File: src/rtl/clk_ctrl_pkg.sv
`default_nettype none
// ============================================================================
// Module      : clk_ctrl_pkg
// Description : Shared state encoding and default timing constants for the
//               DCM reset/lock sequencer.
// Revision    : 1.0 - initial release
// ============================================================================
package clk_ctrl_pkg;

    typedef enum logic [2:0] {
        ST_HOLD      = 3'd0,
        ST_WAIT_LOCK = 3'd1,
        ST_SETTLE    = 3'd2,
        ST_RUN       = 3'd3,
        ST_FAIL      = 3'd4
    } state_t;

    localparam int c_rst_hold_cycles = 8;
    localparam int c_lock_timeout    = 65536;
    localparam int c_max_retries     = 3;
    localparam int c_release_delay   = 16;

    function automatic int max3(input int a, input int b, input int c);
        int m;
        m = (a > b) ? a : b;
        return (m > c) ? m : c;
    endfunction

endpackage
`default_nettype wire

File: src/rtl/dcm_lock_ctrl_if.sv
`default_nettype none
// ============================================================================
// Module      : dcm_lock_ctrl_if
// Description : DCM control/status bundle between the lock sequencer (slave)
//               and the DCM / downstream reset consumers (master).
// Revision    : 1.0 - initial release
// ============================================================================
interface dcm_lock_ctrl_if
    import clk_ctrl_pkg::*;
#(
    parameter int MAX_RETRIES = c_max_retries
) ();

    localparam int c_rw = $clog2(MAX_RETRIES + 1);

    logic            restart;
    logic            dcm_locked;
    logic [7:0]      dcm_status;
    logic            dcm_rst;
    logic            clk_en;
    logic            sys_rst_n;
    logic            fail;
    logic [c_rw-1:0] retry_cnt;

    modport master (
        output restart, dcm_locked, dcm_status,
        input  dcm_rst, clk_en, sys_rst_n, fail, retry_cnt
    );

    modport slave (
        input  restart, dcm_locked, dcm_status,
        output dcm_rst, clk_en, sys_rst_n, fail, retry_cnt
    );

endinterface
`default_nettype wire

File: src/rtl/sync_2ff.sv
`default_nettype none
// ============================================================================
// Module      : sync_2ff
// Description : Two-flop synchronizer with asynchronous active-low reset.
// Revision    : 1.0 - initial release
// ============================================================================
module sync_2ff #(
    parameter int WIDTH = 1
) (
    input  wire logic             i_clk,
    input  wire logic             i_rst_n,
    input  wire logic [WIDTH-1:0] i_d,
    output logic      [WIDTH-1:0] o_q
);

    logic [WIDTH-1:0] r_meta;
    logic [WIDTH-1:0] r_sync;

    always_ff @(posedge i_clk or negedge i_rst_n) begin
        if (!i_rst_n) begin
            r_meta <= '0;
            r_sync <= '0;
        end else begin
            r_meta <= i_d;
            r_sync <= r_meta;
        end
    end

    assign o_q = r_sync;

endmodule
`default_nettype wire

File: src/rtl/dcm_lock_ctrl.sv
`default_nettype none
// ============================================================================
// Module      : dcm_lock_ctrl
// Description : DCM_SP reset/lock sequencer: holds DCM reset, waits for lock
//               with timeout and bounded retries, gates the BUFGCE enable and
//               releases the downstream system reset after a settle delay.
//               Optional macro DCM_LOCK_CTRL_STATUS_EN: treat DCM STATUS[1]
//               (CLKFX stopped) as loss of lock.
// Revision    : 1.0 - initial release
// ============================================================================
module dcm_lock_ctrl
    import clk_ctrl_pkg::*;
#(
    parameter int RST_HOLD_CYCLES = c_rst_hold_cycles,
    parameter int LOCK_TIMEOUT    = c_lock_timeout,
    parameter int MAX_RETRIES     = c_max_retries,
    parameter int RELEASE_DELAY   = c_release_delay
) (
    input  wire logic     fpga_clk,
    input  wire logic     reset_n,
    dcm_lock_ctrl_if.slave bus
);

    localparam int c_cnt_max = max3(RST_HOLD_CYCLES, LOCK_TIMEOUT, RELEASE_DELAY);
    localparam int c_cw      = (c_cnt_max > 1) ? $clog2(c_cnt_max) : 1;
    localparam int c_rw      = $clog2(MAX_RETRIES + 1);

    state_t            r_state;
    logic [c_cw-1:0]   r_cnt;
    logic [c_rw-1:0]   r_retry;
    logic              r_dcm_rst;
    logic              r_clk_en;
    logic              r_sys_rst_n;
    logic              r_fail;

    logic              w_locked_s;
    logic              w_stopped_s;
    logic              w_unused_status;
    logic              w_loss;
    logic              w_hold_done;
    logic              w_timeout;
    logic              w_release;
    logic              w_retry_exhausted;
    state_t            w_retry_state;
    logic [c_rw-1:0]   w_retry_next;

    sync_2ff #(.WIDTH(1)) u_sync_locked (
        .i_clk   (fpga_clk),
        .i_rst_n (reset_n),
        .i_d     (bus.dcm_locked),
        .o_q     (w_locked_s)
    );

`ifdef DCM_LOCK_CTRL_STATUS_EN
    sync_2ff #(.WIDTH(1)) u_sync_stopped (
        .i_clk   (fpga_clk),
        .i_rst_n (reset_n),
        .i_d     (bus.dcm_status[1]),
        .o_q     (w_stopped_s)
    );
    assign w_unused_status = ^{bus.dcm_status[7:2], bus.dcm_status[0]};
`else
    assign w_stopped_s     = 1'b0;
    assign w_unused_status = ^bus.dcm_status;
`endif

    assign w_loss            = !w_locked_s || w_stopped_s;
    assign w_hold_done       = (r_cnt == c_cw'(RST_HOLD_CYCLES - 1));
    assign w_timeout         = (r_cnt == c_cw'(LOCK_TIMEOUT - 1));
    assign w_release         = (r_cnt == c_cw'(RELEASE_DELAY - 1));

    // A failed attempt either retries from HOLD or, once the budget is spent,
    // parks in FAIL with the counter saturated.
    assign w_retry_exhausted = (r_retry == c_rw'(MAX_RETRIES));
    assign w_retry_state     = w_retry_exhausted ? ST_FAIL : ST_HOLD;
    assign w_retry_next      = w_retry_exhausted ? r_retry : (r_retry + c_rw'(1));

    always_ff @(posedge fpga_clk or negedge reset_n) begin
        if (!reset_n) begin
            r_state     <= ST_HOLD;
            r_cnt       <= '0;
            r_retry     <= '0;
            r_dcm_rst   <= 1'b1;
            r_clk_en    <= 1'b0;
            r_sys_rst_n <= 1'b0;
            r_fail      <= 1'b0;
        end else if (bus.restart) begin
            // Outputs jump straight to HOLD values so the DCM sees reset at once.
            r_state     <= ST_HOLD;
            r_cnt       <= '0;
            r_retry     <= '0;
            r_dcm_rst   <= 1'b1;
            r_clk_en    <= 1'b0;
            r_sys_rst_n <= 1'b0;
            r_fail      <= 1'b0;
        end else begin
            r_dcm_rst   <= (r_state == ST_HOLD) || (r_state == ST_FAIL);
            r_clk_en    <= (r_state == ST_SETTLE) || (r_state == ST_RUN);
            r_sys_rst_n <= (r_state == ST_RUN);
            r_fail      <= (r_state == ST_FAIL);

            case (r_state)
                ST_HOLD: begin
                    if (w_hold_done) begin
                        r_state <= ST_WAIT_LOCK;
                        r_cnt   <= '0;
                    end else begin
                        r_cnt   <= r_cnt + c_cw'(1);
                    end
                end
                ST_WAIT_LOCK: begin
                    if (w_stopped_s) begin
                        r_state <= w_retry_state;
                        r_retry <= w_retry_next;
                        r_cnt   <= '0;
                    end else if (w_locked_s) begin
                        r_state <= ST_SETTLE;
                        r_cnt   <= '0;
                    end else if (w_timeout) begin
                        r_state <= w_retry_state;
                        r_retry <= w_retry_next;
                        r_cnt   <= '0;
                    end else begin
                        r_cnt   <= r_cnt + c_cw'(1);
                    end
                end
                ST_SETTLE: begin
                    if (w_loss) begin
                        r_state <= w_retry_state;
                        r_retry <= w_retry_next;
                        r_cnt   <= '0;
                    end else if (w_release) begin
                        r_state <= ST_RUN;
                        r_retry <= '0;
                        r_cnt   <= '0;
                    end else begin
                        r_cnt   <= r_cnt + c_cw'(1);
                    end
                end
                ST_RUN: begin
                    if (w_loss) begin
                        r_state <= w_retry_state;
                        r_retry <= w_retry_next;
                        r_cnt   <= '0;
                    end
                end
                ST_FAIL: begin
                    r_state <= ST_FAIL;
                end
                default: begin
                    r_state <= ST_HOLD;
                    r_cnt   <= '0;
                end
            endcase
        end
    end

    assign bus.dcm_rst   = r_dcm_rst;
    assign bus.clk_en    = r_clk_en;
    assign bus.sys_rst_n = r_sys_rst_n;
    assign bus.fail      = r_fail;
    assign bus.retry_cnt = r_retry;

endmodule
`default_nettype wire

File: src/flat_wrapper.sv
// flat-port wrapper written by rule: the top's interface ports become plain ports
module dcm_lock_ctrl_flat import clk_ctrl_pkg::*;
#(
    parameter int RST_HOLD_CYCLES = c_rst_hold_cycles,
    parameter int LOCK_TIMEOUT    = c_lock_timeout,
    parameter int MAX_RETRIES     = c_max_retries,
    parameter int RELEASE_DELAY   = c_release_delay
)
  (fpga_clk, reset_n, bus_restart, bus_dcm_locked, bus_dcm_status, bus_dcm_rst, bus_clk_en, bus_sys_rst_n, bus_fail, bus_retry_cnt);
  dcm_lock_ctrl_if #(.MAX_RETRIES(MAX_RETRIES)) bus_i ();
  input  wire logic fpga_clk;
  input  wire logic reset_n;
  input wire logic [$bits(bus_i.restart)-1:0] bus_restart;
  input wire logic [$bits(bus_i.dcm_locked)-1:0] bus_dcm_locked;
  input wire logic [$bits(bus_i.dcm_status)-1:0] bus_dcm_status;
  output wire logic [$bits(bus_i.dcm_rst)-1:0] bus_dcm_rst;
  output wire logic [$bits(bus_i.clk_en)-1:0] bus_clk_en;
  output wire logic [$bits(bus_i.sys_rst_n)-1:0] bus_sys_rst_n;
  output wire logic [$bits(bus_i.fail)-1:0] bus_fail;
  output wire logic [$bits(bus_i.retry_cnt)-1:0] bus_retry_cnt;
  assign bus_i.restart = bus_restart;
  assign bus_i.dcm_locked = bus_dcm_locked;
  assign bus_i.dcm_status = bus_dcm_status;
  assign bus_dcm_rst = bus_i.dcm_rst;
  assign bus_clk_en = bus_i.clk_en;
  assign bus_sys_rst_n = bus_i.sys_rst_n;
  assign bus_fail = bus_i.fail;
  assign bus_retry_cnt = bus_i.retry_cnt;
  dcm_lock_ctrl #(.RST_HOLD_CYCLES(RST_HOLD_CYCLES), .LOCK_TIMEOUT(LOCK_TIMEOUT), .MAX_RETRIES(MAX_RETRIES), .RELEASE_DELAY(RELEASE_DELAY)) u_core (.fpga_clk(fpga_clk), .reset_n(reset_n), .bus(bus_i));
endmodule
File: config.mk
export PLATFORM = sky130hd
export DESIGN_NAME = dcm_lock_ctrl_flat
export DESIGN_NICKNAME = d
export VERILOG_FILES = /design/src/rtl/clk_ctrl_pkg.sv /design/src/rtl/dcm_lock_ctrl_if.sv /design/src/rtl/sync_2ff.sv /design/src/rtl/dcm_lock_ctrl.sv /design/src/flat_wrapper.sv
export SDC_FILE = /design/constraint.sdc
export NUM_CORES = 1
export LEC_CHECK = 0
export CAP_MARGIN = 20
export CORE_MARGIN = 8
export CORE_UTILIZATION = 50
export DETAILED_ROUTE_END_ITERATION = 12
export GPL_TIMING_DRIVEN = 1
export HOLD_SLACK_MARGIN = 0.08
export MAX_ROUTING_LAYER = met4
export PLACE_DENSITY = 0.78
export SLEW_MARGIN = 0
export SYNTH_ARGS = -nofsm -noshare
export SYNTH_HDL_FRONTEND = slang
export SYNTH_HIERARCHICAL = 1
export SYNTH_SLANG_ARGS = --single-unit
File: constraint.sdc
create_clock -name fpga_clk -period 4.1 [get_ports fpga_clk]
set_input_delay 0.82 -clock fpga_clk [delete_from_list [all_inputs] [get_ports fpga_clk]]
set_output_delay 0.82 -clock fpga_clk [all_outputs]
set_load 0.05 [all_outputs]
# Word level (Yosys, flattened, before mapping)
# Cells that the tools add are included.
[word_totals] in_bits=12 wordCells=62 register_bits=27 out_inout_bits=6
[op_classes] eq_ne=15 mux=29 n_reduce_logical=7 addsub=2
[ops] op="$mux 16" count=7
[ops] op="$pmux 16 s5" count=1
[ops] op="$mux 3" count=8
[ops] op="$add 16x1->16 const B" count=1
[ops] op="$eq 16x16->1 const B" count=1
[ops] op="$eq 16x3->1 const B" count=1
[ops] op="$eq 16x4->1 const B" count=1
[ops] op="$pmux 3 s5" count=1
[ops] op="$mux 2" count=7
[ops] op="$ne 4x3->1 const B" count=2
[ops] op="$eq 3x2->1 const B" count=2
[ops] op="$ne 3x2->1 const B" count=2
[ops] op="$ne 3x3->1 const B" count=2
[ops] op="$pmux 2 s3" count=1
[ops] op="$reduce_and 5->1" count=1
[ops] op="$mux 1" count=4
[ops] op="$reduce_and 4->1" count=1
[ops] op="$reduce_bool 4->1" count=1
[ops] op="$eq 3x1->1 const B" count=1
[ops] op="$eq 3x3->1 const B" count=1
[ops] op="$logic_not 3->1" count=1
[ops] op="$add 2x1->2 const B" count=1
[ops] op="$eq 2x2->1 const B" count=1
[ops] op="$logic_or 1x1->1" count=2
[ops] op="2 further kinds" count=2

# Depth between registers and ports, before layout
# Gate-level depths: netlist (run 1).
[logic_depth] depth_word=6 ltp_mapped=9 ltp_nobuf=7

# Modules after synthesis
# The synthesis (run 1) kept the hierarchy.
[by_module_without_submodules] module="dcm_lock_ctrl" n_inst=1 cells_per_inst=149 area_each_um2=1412.6
[by_module_without_submodules] module="sync_2ff" n_inst=1 cells_per_inst=2 area_each_um2=50.0

# Worst setup path before layout (run 1)
# No wires, ideal clock.
[synth_timing] path_kind="reg-to-reg" from="register u_core.r_cnt[0]" to="register u_core.r_cnt[15]" path_slack_ns=2.103 stages_incl_launch_ff=9 arrival_ns=1.871 period_less_slack_ns=1.997 cell_sequence="dfrtp_1 ha_1 and3_1 buf_2 nand4_1 o21ai_2 a21oi_2 and3_1 a221o_1"
[synth_via] elab_chain_cells=5 word_cells_on_any_way=11 classes_between="1 x add/sub; 3 x eq/ne; 7 x mux"
[synth_lines] element="start: declaration" line="dcm_lock_ctrl.sv:29" source="logic [c_cw-1:0] r_cnt;"
[synth_lines] element="start signal: assignment" line="dcm_lock_ctrl.sv:108" source="r_cnt <= r_cnt + c_cw'(1);"
[synth_lines] element="start signal: assignment" line="dcm_lock_ctrl.sv:124" source="r_cnt <= r_cnt + c_cw'(1);"
[synth_lines] element="start signal: assignment" line="dcm_lock_ctrl.sv:137" source="r_cnt <= r_cnt + c_cw'(1);"
[synth_lines] element="$add 16x1->16, or another cell as far along" line="dcm_lock_ctrl.sv:108, dcm_lock_ctrl.sv:124, dcm_lock_ctrl.sv:137"
[synth_lines] element="$mux 16 (on tied branches)" line="dcm_lock_ctrl.sv:132, dcm_lock_ctrl.sv:119"
[synth_lines] element="$mux 16 (on tied branches)" line="dcm_lock_ctrl.sv:128, dcm_lock_ctrl.sv:116"
[synth_lines] element="$pmux 16 s5 *" line="dcm_lock_ctrl.sv:102" source="case (r_state)"
[synth_lines] element="$mux 16 *" line="dcm_lock_ctrl.sv:87" source="end else if (bus.restart) begin"
# Every way passes the cells marked *; elsewhere a longest branch is shown, timed or not.
# A chain may end at the register's enable or synchronous reset.

# Worst setup path in the final report (run 1)
[layout_timing] from="register u_core.r_dcm_rst, in the netlist u_core/bus.dcm_rst" to="output port bus_dcm_rst"
[layout_rtl] element="start: declaration" line="dcm_lock_ctrl.sv:31" source="logic r_dcm_rst;"
[layout_rtl] element="start signal: assignment" line="dcm_lock_ctrl.sv:97" source="r_dcm_rst <= (r_state == ST_HOLD) || (r_state == ST_FAIL);"
[layout_rtl] element="end: declaration" line="flat_wrapper.sv:16" source="output wire logic [$bits(bus_i.dcm_rst)-1:0] bus_dcm_rst;"
# No word-level cell between the ends.

==> out/qor.csv, run 1 <==
stage,metric,value,unit
floorplanning,Die Area,4910,µm²
place,Port Buffer Count,9,
drt,residual DRC count,0,
drt,Avg WL per Cell,15.7,µm
drt,Via density,6.32,
critical_path,r2r endpoint,u_core/r_cnt[13]$_DFFE_PN0P_,
floorplanning,Starting Density,0.530,
clock_tree,cts hold-fix bufs,0,
critical_path,Worst Path Required,3280,ps
layout,final std cells w/o fill,191,
layout,fillers,244,
grt,initial antenna violation count,0,
critical_path,Reg2Reg Launch Point,u_core/r_cnt[0]$_DFFE_PN0P_,
timing,final setup TNS,0,ps
yosys,Mapped Cells,151,
yosys,synth unique cells,42,
power_and_ir_drop,power density cells,278,nW/µm²
critical_path,Crit Path Max Fanout,1,
drt,Starting DRT DRC Count,76,
clock_tree,Clock transition at path regs,150,ps
clock_tree,clock insertion delay at the later pin of the skew report,320,ps
drt,router iterations before antenna repair,4,
worst_hold_path,hold depth,0,
yosys,"EDFF count, synth",0,
timing,clk_skew,4.26,ps
yosys,Mean Syn Cell Area,9.69,µm²
critical_path,CP Class,reg -> out,
layout,ant diodes,0,
layout,area grow syn2layout,9.92,%
timing,final setup fails,0,
grt,first-pass GRT wire length,5410,µm
clock_tree,clk buf depth,2,
layout,"most common cell after layout, fill and taps aside",dfrtp_1,
floorplanning,Ports,18,
floorplanning,chip width,70.1,µm
critical_path,critical path's slowest cell,clkdlybuf4s50_1,
flow_run,max-cap violations,0,
critical_path,Worst path max stage delay,790,ps
critical_path,crit path cell chain,clkdlybuf4s50_1,
layout,share of cells above drive strength 1,0.0938,
yosys,Yosys warnings,6,
critical_path,Reg2Reg Setup Slack,1630,ps
grt,GRT met1 Usage,0.168,
grt,GRT Overall Usage,0.132,
clock_tree,TritonCTS clock tree,yes,
worst_hold_path,Hold Path Class,reg -> reg,
drt,Vias,1208,
critical_path,crit path launch,u_core/bus.dcm_rst$_DFF_PN1_,
timing,Slew Limit Headroom,0.465,
grt,most used routing layer,met2,
worst_hold_path,Hold Crit Start,u_core/u_sync_locked/r_meta$_DFF_PN0_,
timing,worst-margin pin slew,803,ps
clock_tree,htree depth,1,
yosys,Main synth FF type,dfrtp_1,
drt,Detailed Route WL,2990,µm
grt,GRT overflow,0,
critical_path,crit path buf inv count,1,
timing,crit path time final,2480,ps
grt,GR met3 Demand/Resource,0.0198,
critical_path,critical path arrival,1660,ps
yosys,ys async rst share,1.00,
grt,largest net degree at the start of global routing,28,
power_and_ir_drop,Static Leakage,0.713,nW
yosys,"FF+latch count, synth",27,
clock_tree,Sink Count,27,
worst_hold_path,worst hold endpoint,u_core/u_sync_locked/o_q$_DFF_PN0_,
drt,Final ANT Viol Nets,0,
floorplanning,Die Ht,70.1,µm
timing,RSZ-0062 raised after global routing,false,
clock_tree,total CTS buffers,3,
place,Inst Count DP,187,
clock_tree,postcts setup bufs,0,
clock_tree,Root Buffer,clkbuf_4,
layout,final core occ,0.583,
critical_path,Worst Setup Start Kind,flip-flop,
critical_path,"CP delay by family, top",buffers and inverters,
power_and_ir_drop,Peak VDD IR,0.246,mV
layout,final-stage net count,174,
place,GP Congestion,0.856,
timing,Fmax achieved,403,MHz
timing,period utilisation layout,0.605,
critical_path,Register-to-Register Path Depth,7,
floorplanning,core area,2760,µm²
yosys,synthesized area,1460,µm²
yosys,sequential fraction of the synthesis area,0.463,
yosys,"Net Count, Synth",164,
layout,most frequent cells in the layout,"26 x dfrtp_1, 17 x nand2_1, 12 x nor2_1",
grt,M2 GR Usage,0.206,
timing,Final Max Tran Viols,0,
critical_path,CP endpoint kind,output pin,
clock_tree,# resized after CTS,0,
grt,vias in the first global route,1190,
floorplanning,row cnt,19,
place,Post-DP HPWL,2160,µm
timing,final hold vios,0,
run_status,outcome,completed,
[final cells by class]
type | instances | area [µm²] | share of cell area
clock buffer | 3 | 22.5 | 0.0140
clock inverter | 1 | 7.51 | 0.00467
inverter | 1 | 3.75 | 0.00233
multi-input combinational | 117 | 753 | 0.468
sequential | 27 | 677 | 0.421
tap | 31 | 38.8 | 0.0241
timing repair buffer | 11 | 105 | 0.0654
[Yosys cell counts (3+ instances only)]
master	n	area, µm²
dfrtp_1	26	651
nand2_1	17	63.8
nor2_1	12	45.0
and3_1	8	50.1
nand3_1	8	40.0
a21oi_1	6	30.0
nand4_1	6	37.5
o21ai_1	6	30.0
a211oi_1	5	37.5
a21o_1	5	37.5
a22o_1	5	43.8
o21ai_0	5	25.0
a221o_1	3	30.0
clkbuf_1	3	11.3
o311ai_1	3	26.3
[worst max-delay path by stage]
stage,slack [ps],cells past startpoint,to
after global routing,1350,7,u_core/r_cnt[10]$_DFFE_PN0P_
after global placement,1350,5,u_core/r_cnt[6]$_DFFE_PN0P_
final,1620,1,bus_dcm_rst
after detailed placement,1310,5,u_core/r_cnt[6]$_DFFE_PN0P_
after floorplan,2100,8,u_core/r_cnt[15]$_DFFE_PN0P_
after CTS,1600,1,bus_dcm_rst
[logic make-up after synthesis]
group,Yosys count,synth area share
AOI/OAI and AO/OA,44,0.221
adders and majority gates,1,0.00855
buffers and inverters,7,0.0222
DFF,27,0.463
and+or+nand+nor,72,0.286
[state kept, by name, summed over array words and instances, names as in the netlist]
signal,count
u_core/bus.fail,1
u_core/bus.sys_rst_n,1
u_core/u_sync_locked/r_meta,1
u_core/r_cnt,16
u_core/bus.clk_en,1
u_core/u_sync_locked/o_q,1
u_core/bus.dcm_rst,1
u_core/bus.retry_cnt,2
u_core/r_state,3
[per-layer routing]
layer,share of wire,wire [µm]
met1,0.47,1420
met2,0.48,1450
met3,0.032,95
met4,0.012,36
met5,0,0
[stage by stage]
step / power (mW) / worst slack [ps] / cell area [µm²] / hold WS (ps)
after floorplan: 0.318 / 2100 / 1460 / 331
after global placement: 0.334 / 1350 / 1580 / 339
after detailed placement: 0.336 / 1310 / 1580 / 348
after CTS: 0.453 / 1600 / 1610 / 389
after global routing: 0.469 / 1350 / 1610 / 394
final: 0.448 / 1620 / 1610 / 383
[power by group]
group	internal [mW]	switching, mW	leakage [nW]
Clock	0.0373	0.0798	0.0139
Sequential	0.273	0.00761	0.367
Combinational	0.0188	0.0309	0.332
Total	0.329	0.118	0.713
(Power assumes the default switching activity.)
==> run 2, diff against run 1 <==
--- a/config.mk
+++ b/config.mk
@@ -7,12 +7,12 @@
 export LEC_CHECK = 0
 export CAP_MARGIN = 20
 export CORE_MARGIN = 8
-export CORE_UTILIZATION = 50
+export CORE_UTILIZATION = 49
 export DETAILED_ROUTE_END_ITERATION = 12
 export GPL_TIMING_DRIVEN = 1
 export HOLD_SLACK_MARGIN = 0.08
 export MAX_ROUTING_LAYER = met4
-export PLACE_DENSITY = 0.78
+export PLACE_DENSITY = 0.79
 export SLEW_MARGIN = 0
 export SYNTH_ARGS = -nofsm -noshare
 export SYNTH_HDL_FRONTEND = slang
==> constraint.sdc (replaced) <==
create_clock -name fpga_clk -period 2.2 [get_ports fpga_clk]
set_input_delay 0.44 -clock fpga_clk [delete_from_list [all_inputs] [get_ports fpga_clk]]
set_output_delay 0.44 -clock fpga_clk [all_outputs]
set_load 0.05 [all_outputs]
==> out/qor.csv, run 2 (same netlist as run 1, synthesis figures left out) <==
stage,metric,value,unit,change
timing,Final Max Tran Viols,0,,unchanged
layout,most frequent cells in the layout,"25 x dfrtp_1, 20 x buf_4, 17 x nand2_1",,
critical_path,crit path buf inv count,1,,unchanged
critical_path,"CP delay by family, top",buffers and inverters,,
critical_path,critical path's slowest cell,clkdlybuf4s50_1,,
floorplanning,Ports,18,,unchanged
timing,final hold vios,0,,unchanged
timing,period utilisation layout,0.949,,
floorplanning,Die Area,4990,µm²,+1.6%
layout,"most common cell after layout, fill and taps aside",dfrtp_1,,
timing,RSZ-0062 raised after global routing,true,,
drt,residual DRC count,0,,unchanged
clock_tree,Root Buffer,clkbuf_4,,
grt,GRT overflow,0,,unchanged
critical_path,critical path arrival,1650,ps,about the same
timing,Final Worst Setup Slack,113,ps,-1510 ps
clock_tree,Sink Count,27,,unchanged
flow_run,max-cap violations,0,,unchanged
drt,Vias,1263,,+4.6%
drt,Via density,5.99,,-5.4%
critical_path,CP endpoint kind,output pin,,
layout,share of cells above drive strength 1,0.208,,+0.114
grt,first-pass GRT wire length,5660,µm,+4.7%
grt,initial antenna violation count,0,,unchanged
drt,metal2 WL,1590,µm,+10%
place,GP Congestion,0.847,,-0.98%
place,Place WS,36.4,ps,-1270 ps
layout,Top reg by flops,u_core/r_cnt,,
layout,Largest register FFs,16,,unchanged
critical_path,Worst path max stage delay,790,ps,about the same
layout,final-stage net count,192,,+10%
critical_path,Reg2Reg Setup Slack,120,ps,-1510 ps
clock_tree,TritonCTS clock tree,yes,,
timing,crit path time final,2090,ps,
clock_tree,clock insertion delay at the later pin of the skew report,310,ps,about the same
drt,Starting DRT DRC Count,54,,-29%
floorplanning,core area,2950,µm²,+7.1%
power_and_ir_drop,Peak VDD IR,0.351,mV,+43%
floorplanning,Starting Density,0.495,,-0.0351
timing,final setup TNS,0,ps,unchanged
clock_tree,Clock transition at path regs,150,ps,about the same
layout,area of the multi-input gates,790,µm²,+4.8%
clock_tree,htree depth,1,,unchanged
timing,Slew Limit Headroom,0.666,,+0.201
drt,Detailed Route WL,3160,µm,+5.7%
critical_path,CP Class,reg -> out,,
power_and_ir_drop,Static Leakage,0.810,nW,+14%
drt,met3 wire len,86,µm,-9.5%
timing,final setup fails,0,,unchanged
floorplanning,row cnt,20,,+1
clock_tree,cts hold-fix bufs,0,,unchanged
place,Port Buffer Count,9,,unchanged
place,Post-DP HPWL,2430,µm,+12%
grt,GRT Overall Usage,0.138,,+0.00595
critical_path,crit path cell chain,clkdlybuf4s50_1,,
timing,Fmax achieved,479,MHz,
drt,Final ANT Viol Nets,0,,unchanged
timing,clk_skew,8.13,ps,+3.87 ps
run_status,outcome,completed,,
layout,FF/Latch Area,678,µm²,+0.18%
floorplanning,chip width,70.6,µm,+0.78%
drt,met1 wire length,1450,µm,+2.3%
drt,top layer in use,met4,,
drt,Avg WL per Cell,15.0,µm,-4.3%
drt,router iterations before antenna repair,4,,unchanged
layout,fillers,248,,+1.6%
worst_hold_path,Hold Path Class,reg -> reg,,
floorplanning,Die Ht,70.6,µm,+0.78%
power_and_ir_drop,power density cells,481,nW/µm²,+73%
critical_path,Worst Setup Start Kind,flip-flop,,
timing,worst-margin pin slew,500,ps,-303 ps
clock_tree,clk buf depth,2,,unchanged
layout,ant diodes,0,,unchanged
critical_path,Worst Path Required,1760,ps,-1520 ps
clock_tree,total CTS buffers,3,,unchanged
grt,vias in the first global route,1268,,+6.6%
layout,area grow syn2layout,21.7,%,
critical_path,Crit Path Max Fanout,1,,unchanged
grt,largest net degree at the start of global routing,28,,unchanged
==> run 2: cell count changes in the layout (fill, tap and decap cells not counted), sizes merged <==
cell	delta
buf	+18
clkinv	+1
clkinvlp	-1
==> run 2: final cells by class <==
| class | instances | share of cell area |
|---|---|---|
| clock buffers | 3 | 0.0126 |
| clock inverters | 1 | 0.00281 |
| inverters | 1 | 0.00211 |
| multi-input cells | 117 | 0.443 |
| flip-flops and latches | 27 | 0.381 |
| well taps | 33 | 0.0232 |
| repair buffers | 29 | 0.135 |
==> run 2: per-stage QoR <==
stage | instance area (µm²) | utilization | std cells | hold WS [ps] | power [mW]
floorplan | 1460 | - | 151 | 144 | 0.592
global placement | 1710 | 0.578 | 206 | 340 | 0.638
detailed placement | 1710 | 0.578 | 206 | 341 | 0.645
CTS | 1740 | 0.588 | 210 | 385 | 0.854
global route | 1780 | 0.603 | 211 | 389 | 0.895
finish | 1780 | 0.603 | 211 | 380 | 0.857
==> run 2: power by group <==
group          internal (mW)  switching (mW)
combinational         0.0574          0.0675
clock                 0.0679           0.140
sequential             0.509          0.0151
total                  0.635           0.223
==> run 2: path summary, 6_finish.rpt <==
path	from	to	cells after the start
min in group asynchronous	reset_n	u_core/bus.sys_rst_n$_DFF_PN0_	2
setup reg to reg	u_core/r_cnt[9]$_DFFE_PN0P_	u_core/r_state[0]$_DFFE_PN0P_	7
hold / removal	u_core/u_sync_locked/r_meta$_DFF_PN0_	u_core/u_sync_locked/o_q$_DFF_PN0_	0
max in group asynchronous	reset_n	u_core/bus.dcm_rst$_DFF_PN1_	2
hold reg to reg	u_core/u_sync_locked/r_meta$_DFF_PN0_	u_core/u_sync_locked/o_q$_DFF_PN0_	0
setup / recovery	u_core/bus.dcm_rst$_DFF_PN1_	bus_dcm_rst	1
==> run 2: per-layer routing <==
metal	track usage	vias to the layer above
li1	-	630
met1	0.172	614
met2	0.224	15
met3	0.0226	4
met4	0.0439	0
met5	-	-
==> run 2: timing repair <==
item / 4_1_cts / 5_1_grt
setup buffers: 0 / 1
setup endpoints to repair: 0 / 15
gates resized for setup: 0 / 7
==> run 2: worst reg2reg max path: stages, from the launching register on <==
cell,delay [ps]
dfrtp_1,460
nor4_2,360
nand4_1,230
a22oi_4,250
buf_4,170
nand2_1,110
a211o_1,280
a21oi_1,150
